## config.mk

```make
export PLATFORM = sky130hd
export DESIGN_NAME = key_conditioner
export DESIGN_NICKNAME = d
export VERILOG_FILES = /design/src/rtl/key_pkg.sv /design/src/rtl/key_debounce.sv /design/src/rtl/key_conditioner.sv
export SDC_FILE = /design/constraint.sdc
export NUM_CORES = 1
export LEC_CHECK = 0
export ABC_AREA = 0
export CELL_PAD_IN_SITES_DETAIL_PLACEMENT = 2
export CELL_PAD_IN_SITES_GLOBAL_PLACEMENT = 2
export CORE_MARGIN = 2
export CORE_UTILIZATION = 43
export CTS_BUF_LIST = sky130_fd_sc_hd__clkbuf_16
export DETAILED_ROUTE_END_ITERATION = 8
export GPL_TIMING_DRIVEN = 0
export PLACE_DENSITY_LB_ADDON = 0.1
export SLEW_MARGIN = 20
export SYNTH_ARGS = -nofsm -noshare
export SYNTH_HDL_FRONTEND = slang
export SYNTH_HIERARCHICAL = 1
export SYNTH_SLANG_ARGS = --single-unit
```

## constraint.sdc

```tcl
create_clock -name clk -period 3.4 [get_ports clk]
set_input_delay 0.34 -clock clk [delete_from_list [all_inputs] [get_ports clk]]
set_output_delay 0.34 -clock clk [all_outputs]
set_load 0.05 [all_outputs]
```

## src/rtl/key_pkg.sv

```systemverilog
// Shared definitions for the push-button conditioner: key indices, debounce FSM
// encoding and default timing constants.
package key_pkg;

   localparam int NUM_KEYS  = 4;
   localparam int KEY_START = 0;
   localparam int KEY_UP    = 1;
   localparam int KEY_LEFT  = 2;
   localparam int KEY_RIGHT = 3;

   localparam int DEBOUNCE_CYCLES_DEFAULT = 500000;
   localparam int SYNC_STAGES_DEFAULT     = 2;

   // Bit 1 of the encoding is the debounced key level.
   typedef enum logic [1:0] {
      ST_RELEASED     = 2'b00,
      ST_PRESS_PEND   = 2'b01,
      ST_PRESSED      = 2'b11,
      ST_RELEASE_PEND = 2'b10
   } key_state_e;

   function automatic logic state_is_down(input key_state_e st);
      return (st == ST_PRESSED) || (st == ST_RELEASE_PEND);
   endfunction

endpackage

```

## src/rtl/key_debounce.sv

```systemverilog
// One key: synchroniser, four-state debounce FSM with saturating counter, and
// registered level/edge outputs. Release pulse built only with KEY_RELEASE_PULSE_EN.
module key_debounce
   import key_pkg::*;
#(
   parameter int DEBOUNCE_CYCLES = DEBOUNCE_CYCLES_DEFAULT,
   parameter int SYNC_STAGES     = SYNC_STAGES_DEFAULT
) (
   input  logic clk_i,
   input  logic rst_ni,
   input  logic key_n_i,
   output logic btn_o,
   output logic press_o,
   output logic release_o
);

   localparam int                CNT_W   = $clog2(DEBOUNCE_CYCLES);
   localparam logic [CNT_W-1:0]  CNT_MAX = CNT_W'(DEBOUNCE_CYCLES - 1);

   logic [SYNC_STAGES-1:0] sync_q;
   logic                   key_s;
   key_state_e             state_q, state_d;
   logic [CNT_W-1:0]       cnt_q, cnt_d;
   logic                   btn_q;
   logic                   press_q;
   logic                   press_d;
   logic                   cnt_done;

   assign key_s    = sync_q[SYNC_STAGES-1];
   assign cnt_done = (cnt_q == CNT_MAX);
   assign press_d  = (state_q == ST_PRESS_PEND) && key_s && cnt_done;

   // The counter only runs in the two pending states and is cleared on every
   // exit, so it stays within 0..DEBOUNCE_CYCLES-1 and cannot wrap.
   always_comb begin
      state_d = state_q;
      cnt_d   = cnt_q;
      case (state_q)
         ST_RELEASED: begin
            if (key_s) begin
               state_d = ST_PRESS_PEND;
               cnt_d   = '0;
            end
         end
         ST_PRESS_PEND: begin
            if (!key_s) begin
               state_d = ST_RELEASED;
               cnt_d   = '0;
            end else if (cnt_done) begin
               state_d = ST_PRESSED;
               cnt_d   = '0;
            end else begin
               cnt_d = cnt_q + 1'b1;
            end
         end
         ST_PRESSED: begin
            if (!key_s) begin
               state_d = ST_RELEASE_PEND;
               cnt_d   = '0;
            end
         end
         ST_RELEASE_PEND: begin
            if (key_s) begin
               state_d = ST_PRESSED;
               cnt_d   = '0;
            end else if (cnt_done) begin
               state_d = ST_RELEASED;
               cnt_d   = '0;
            end else begin
               cnt_d = cnt_q + 1'b1;
            end
         end
         default: begin
            state_d = ST_RELEASED;
            cnt_d   = '0;
         end
      endcase
   end

   always_ff @(posedge clk_i or negedge rst_ni) begin
      if (!rst_ni) begin
         sync_q  <= '0;
         state_q <= ST_RELEASED;
         cnt_q   <= '0;
         btn_q   <= 1'b0;
         press_q <= 1'b0;
      end else begin
         sync_q  <= {sync_q[SYNC_STAGES-2:0], ~key_n_i};
         state_q <= state_d;
         cnt_q   <= cnt_d;
         btn_q   <= state_is_down(state_d);
         press_q <= press_d;
      end
   end

   assign btn_o   = btn_q;
   assign press_o = press_q;

`ifdef KEY_RELEASE_PULSE_EN
   logic release_q;
   logic release_d;

   assign release_d = (state_q == ST_RELEASE_PEND) && !key_s && cnt_done;

   always_ff @(posedge clk_i or negedge rst_ni) begin
      if (!rst_ni) begin
         release_q <= 1'b0;
      end else begin
         release_q <= release_d;
      end
   end

   assign release_o = release_q;
`else
   assign release_o = 1'b0;
`endif

endmodule

```

## src/rtl/key_conditioner.sv

```systemverilog
// Four-key push-button conditioner: one independent debouncer per key.
// Optional feature macro: KEY_RELEASE_PULSE_EN (enables btn_release pulses).
module key_conditioner
   import key_pkg::*;
#(
   parameter int DEBOUNCE_CYCLES = DEBOUNCE_CYCLES_DEFAULT,
   parameter int SYNC_STAGES     = SYNC_STAGES_DEFAULT
) (
   input  logic                clk,
   input  logic                reset,
   input  logic [NUM_KEYS-1:0] key_n,
   output logic [NUM_KEYS-1:0] btn,
   output logic [NUM_KEYS-1:0] btn_press,
   output logic [NUM_KEYS-1:0] btn_release
);

   // Bit order follows KEY_START, KEY_UP, KEY_LEFT, KEY_RIGHT.
   for (genvar i = 0; i < NUM_KEYS; i++) begin : g_key
      key_debounce #(
         .DEBOUNCE_CYCLES (DEBOUNCE_CYCLES),
         .SYNC_STAGES     (SYNC_STAGES)
      ) u_key_debounce (
         .clk_i     (clk),
         .rst_ni    (reset),
         .key_n_i   (key_n[i]),
         .btn_o     (btn[i]),
         .press_o   (btn_press[i]),
         .release_o (btn_release[i])
      );
   end

endmodule

```

==> reports/qor.yml <==
status: "finished, final reports clean"
post-route-period-util_pct: 78.86
cts-resized-gates: 0
drt_first_pass_iters: 4
place_congestion: 0.7955
clk_latency_ns: 0.35
cts_tree: "built"
syn-num-nets: 634
rows: 42
relSlewSlack_pct: 42.48
cts.path.max_buffers: 2
layout.nets: 660
ys_seq_elements: 99
ys_types: 52
end_kind: "flip-flop"
intPower_mw: 1.998
utilization_pct: 48.93
p_per_area_nw_per_um2: 477.3
path_clk_slew_ns: 0.07
layout_common_cells: "dfrtp_1, nand2_1, o21ai_0"
drc: 0
path_max_fanout: 10
drt-met1-wl_mm: 7.072
yosys_warnings: 6
die_area_um2: 14530
wl_per_cell_um: 20.21
wirelength_mm: 16.37
viasPerCell: 6.117
grt_pass1_vias: 5550
syn_area_um2: 5841
startpoint_type: "flip-flop"
overflow: 0
grt_max_degree: 70
dpl.hpwl_mm: 11.62
worst_pin_slew_ns: 0.8388
fin_crit_ns: 2.681
drv_cap: 0
finalClockSkew_ns: 0.009457
top_layer: "met4"
seq_area_frac_synth_pct: 42.42
synthTopCellsByArea: "dfrtp_1, ha_1, a22oi_1"
design.portCount: 18
worst-setup-path-type: "flip-flop to flip-flop"
htree_levels: 3
synth_edf_count: 0
n_fill_cell: 1450
areaGrowthSynthToFinish_pct: 10.95
mostFrequentLayoutCell: "dfrtp_1"
core_um2: 13240
antenna_found_initial: 0
hold_violations: 0
die_h_um: 120.5
numPortBuffers: 13
synth_top_cell_area_share_pct: 42.42
die_w_um: 120.5
required_ns: 3.60
route.vias.total: 4955
cts_buffers: 9
leakage_nw: 2.642
final_antenna_net_count: 0
synthCells: 604
max_freq_mhz: 373.0
async_flop_share_pct: 100.0
cts.sink_count: 99
ir_worst_vdd_uv: 266.6
setup_viol: 0
dp.cells: 794
root_buffer: "clkbuf_16"
synth-main-ff-cell: "dfrtp_1"
start_util_pct: 44.10
p_seq_share_pct: 42.1
avgSynthCellArea_um2: 9.670
grt_use_total_pct: 24.17
dr_wl_met2_mm: 8.777
drtIter0Drc: 162
report.final.slew_viol_count: 0
wl_met3_um: 354
hp-class: "flip-flop to flip-flop"
pwr-share-clk_pct: 30.0
antenna_cells: 0
p_sw_share_pct: 35.40
grt_pass1_wl_mm: 28.30
drive_gt1_share_pct: 8.044
p_comb_share_pct: 27.9
p_switching_mw: 1.095
rsz0062_at_grt: "no"
crit_arrival_ns: 2.88
instances_no_fill: 810
yosys.area.top_type: "dfrtp_1"
## area by class of cell
cell class | count | area [um2] | share of cell area [%]
repair buffers | 15 | 168.9 | 2.607
multi-input cells | 457 | 3102 | 47.87
flip-flops and latches | 99 | 2477 | 38.23
inverters | 21 | 78.83 | 1.216
well taps | 176 | 220.2 | 3.398
clock buffers | 9 | 225.2 | 3.476
clock inverters | 6 | 25.02 | 0.3862
plain buffers | 27 | 182.7 | 2.819
## path summary, 6_finish.rpt
| path | startpoint | end | slack (ns) | cells past startpoint |
|---|---|---|---|---|
| max in group asynchronous | reset | g_key[3].u_key_debounce/cnt_q[6] | 2.29 | 3 |
| min in group asynchronous | reset | g_key[2].u_key_debounce/cnt_q[0] | 0.45 | 2 |
| hold reg to reg | g_key[3].u_key_debounce/sync_q[0] | g_key[3].u_key_debounce/sync_q[1] | 0.35 | 0 |
| setup / recovery | g_key[3].u_key_debounce/cnt_q[8] | g_key[3].u_key_debounce/cnt_q[17] | 0.72 | 6 |
| hold / removal | g_key[3].u_key_debounce/sync_q[0] | g_key[3].u_key_debounce/sync_q[1] | 0.35 | 0 |
| setup reg to reg | g_key[3].u_key_debounce/cnt_q[8] | g_key[3].u_key_debounce/cnt_q[17] | 0.72 | 6 |
## critical path, cell delays in order (launching register included)
cell and delay (ns):
dfrtp_1 0.32, clkbuf_1 0.35, nor4b_1 0.29, nand4_1 0.24
o21ai_1 0.68, clkbuf_1 0.47, a22oi_1 0.18
## power groups by stage
| stage | Clock, mW | Sequential (mW) | Combinational [mW] |
|---|---|---|---|
| after CTS | 0.956 | 1.30 | 0.878 |
| after global routing | 0.996 | 1.31 | 0.976 |
| after global placement | 0 | 1.32 | 0.794 |
| final | 0.927 | 1.30 | 0.864 |
| after detailed placement | 0 | 1.32 | 0.873 |
| after floorplan | 0 | 1.32 | 0.583 |
## synth_stat cells (all sizes together) (6+ instances only)
library cell	n
ha	24
a22oi	38
and4	8
o21ai	54
nand2b	7
nor4b	6
xnor2	6
buf	16
and2	7
o211ai	7
a21oi	25
or3	27
nor3b	7
inv	21
dfrtp	99
nand3	38
nor2	11
nand4	21
clkbuf	11
and3	16
or4	19
nand2	48
mux2i	11
o31ai	14
xor2	10
## per-layer routing
| metal | up-vias | track usage [%] |
|---|---|---|
| li1 | 2312 | - |
| met1 | 2593 | 29.09 |
| met2 | 36 | 44.53 |
| met3 | 14 | 4.858 |
| met4 | 0 | 5.015 |
| met5 | - | 0 |
## per-stage QoR
stage	worst slack, ns	TNS, ns	hold WS (ns)	area (um2)	total power [mW]
after floorplan	0.8009	0	0.04441	5841	1.900
after global placement	-1.935	-190.61	0.3370	6191	2.110
after detailed placement	0.7373	0	0.2521	6220	2.195
after CTS	0.7169	0	0.3575	6480	3.136
after global routing	0.4591	0	0.3633	6480	3.283
final	0.7189	0	0.3538	6480	3.093
## sequential cells by signal (all words and copies together), names as in the netlist
register / cells
g_key.u_key_debounce/state_q: 7
g_key.u_key_debounce/press_o: 4
g_key.u_key_debounce/btn_o: 4
g_key.u_key_debounce/cnt_q: 76
g_key.u_key_debounce/sync_q: 8
## cells by family (layout without fill, tap and decap cells)
kind of cell | Yosys count | count (layout) | share of synthesized area [%]
multiplexers | 15 | 15 | 3.363
AO/OA/AOI/OAI | 159 | 159 | 17.55
buffers and inverters | 48 | 78 | 4.477
flip-flops | 99 | 99 | 42.42
AND/OR/NAND/NOR | 239 | 239 | 24.40
other | 4 | 4 | 0.2570
XOR/XNOR | 16 | 16 | 2.399
adder cells (fa/ha/maj) | 24 | 24 | 5.141
## timing repair
item | CTS | global route
setup buffers | 0 | 0
hold buffers | 1 | 0
endpoints found under the hold margin | 30 | 0
Note: power is estimated with default switching activity, not from simulation.
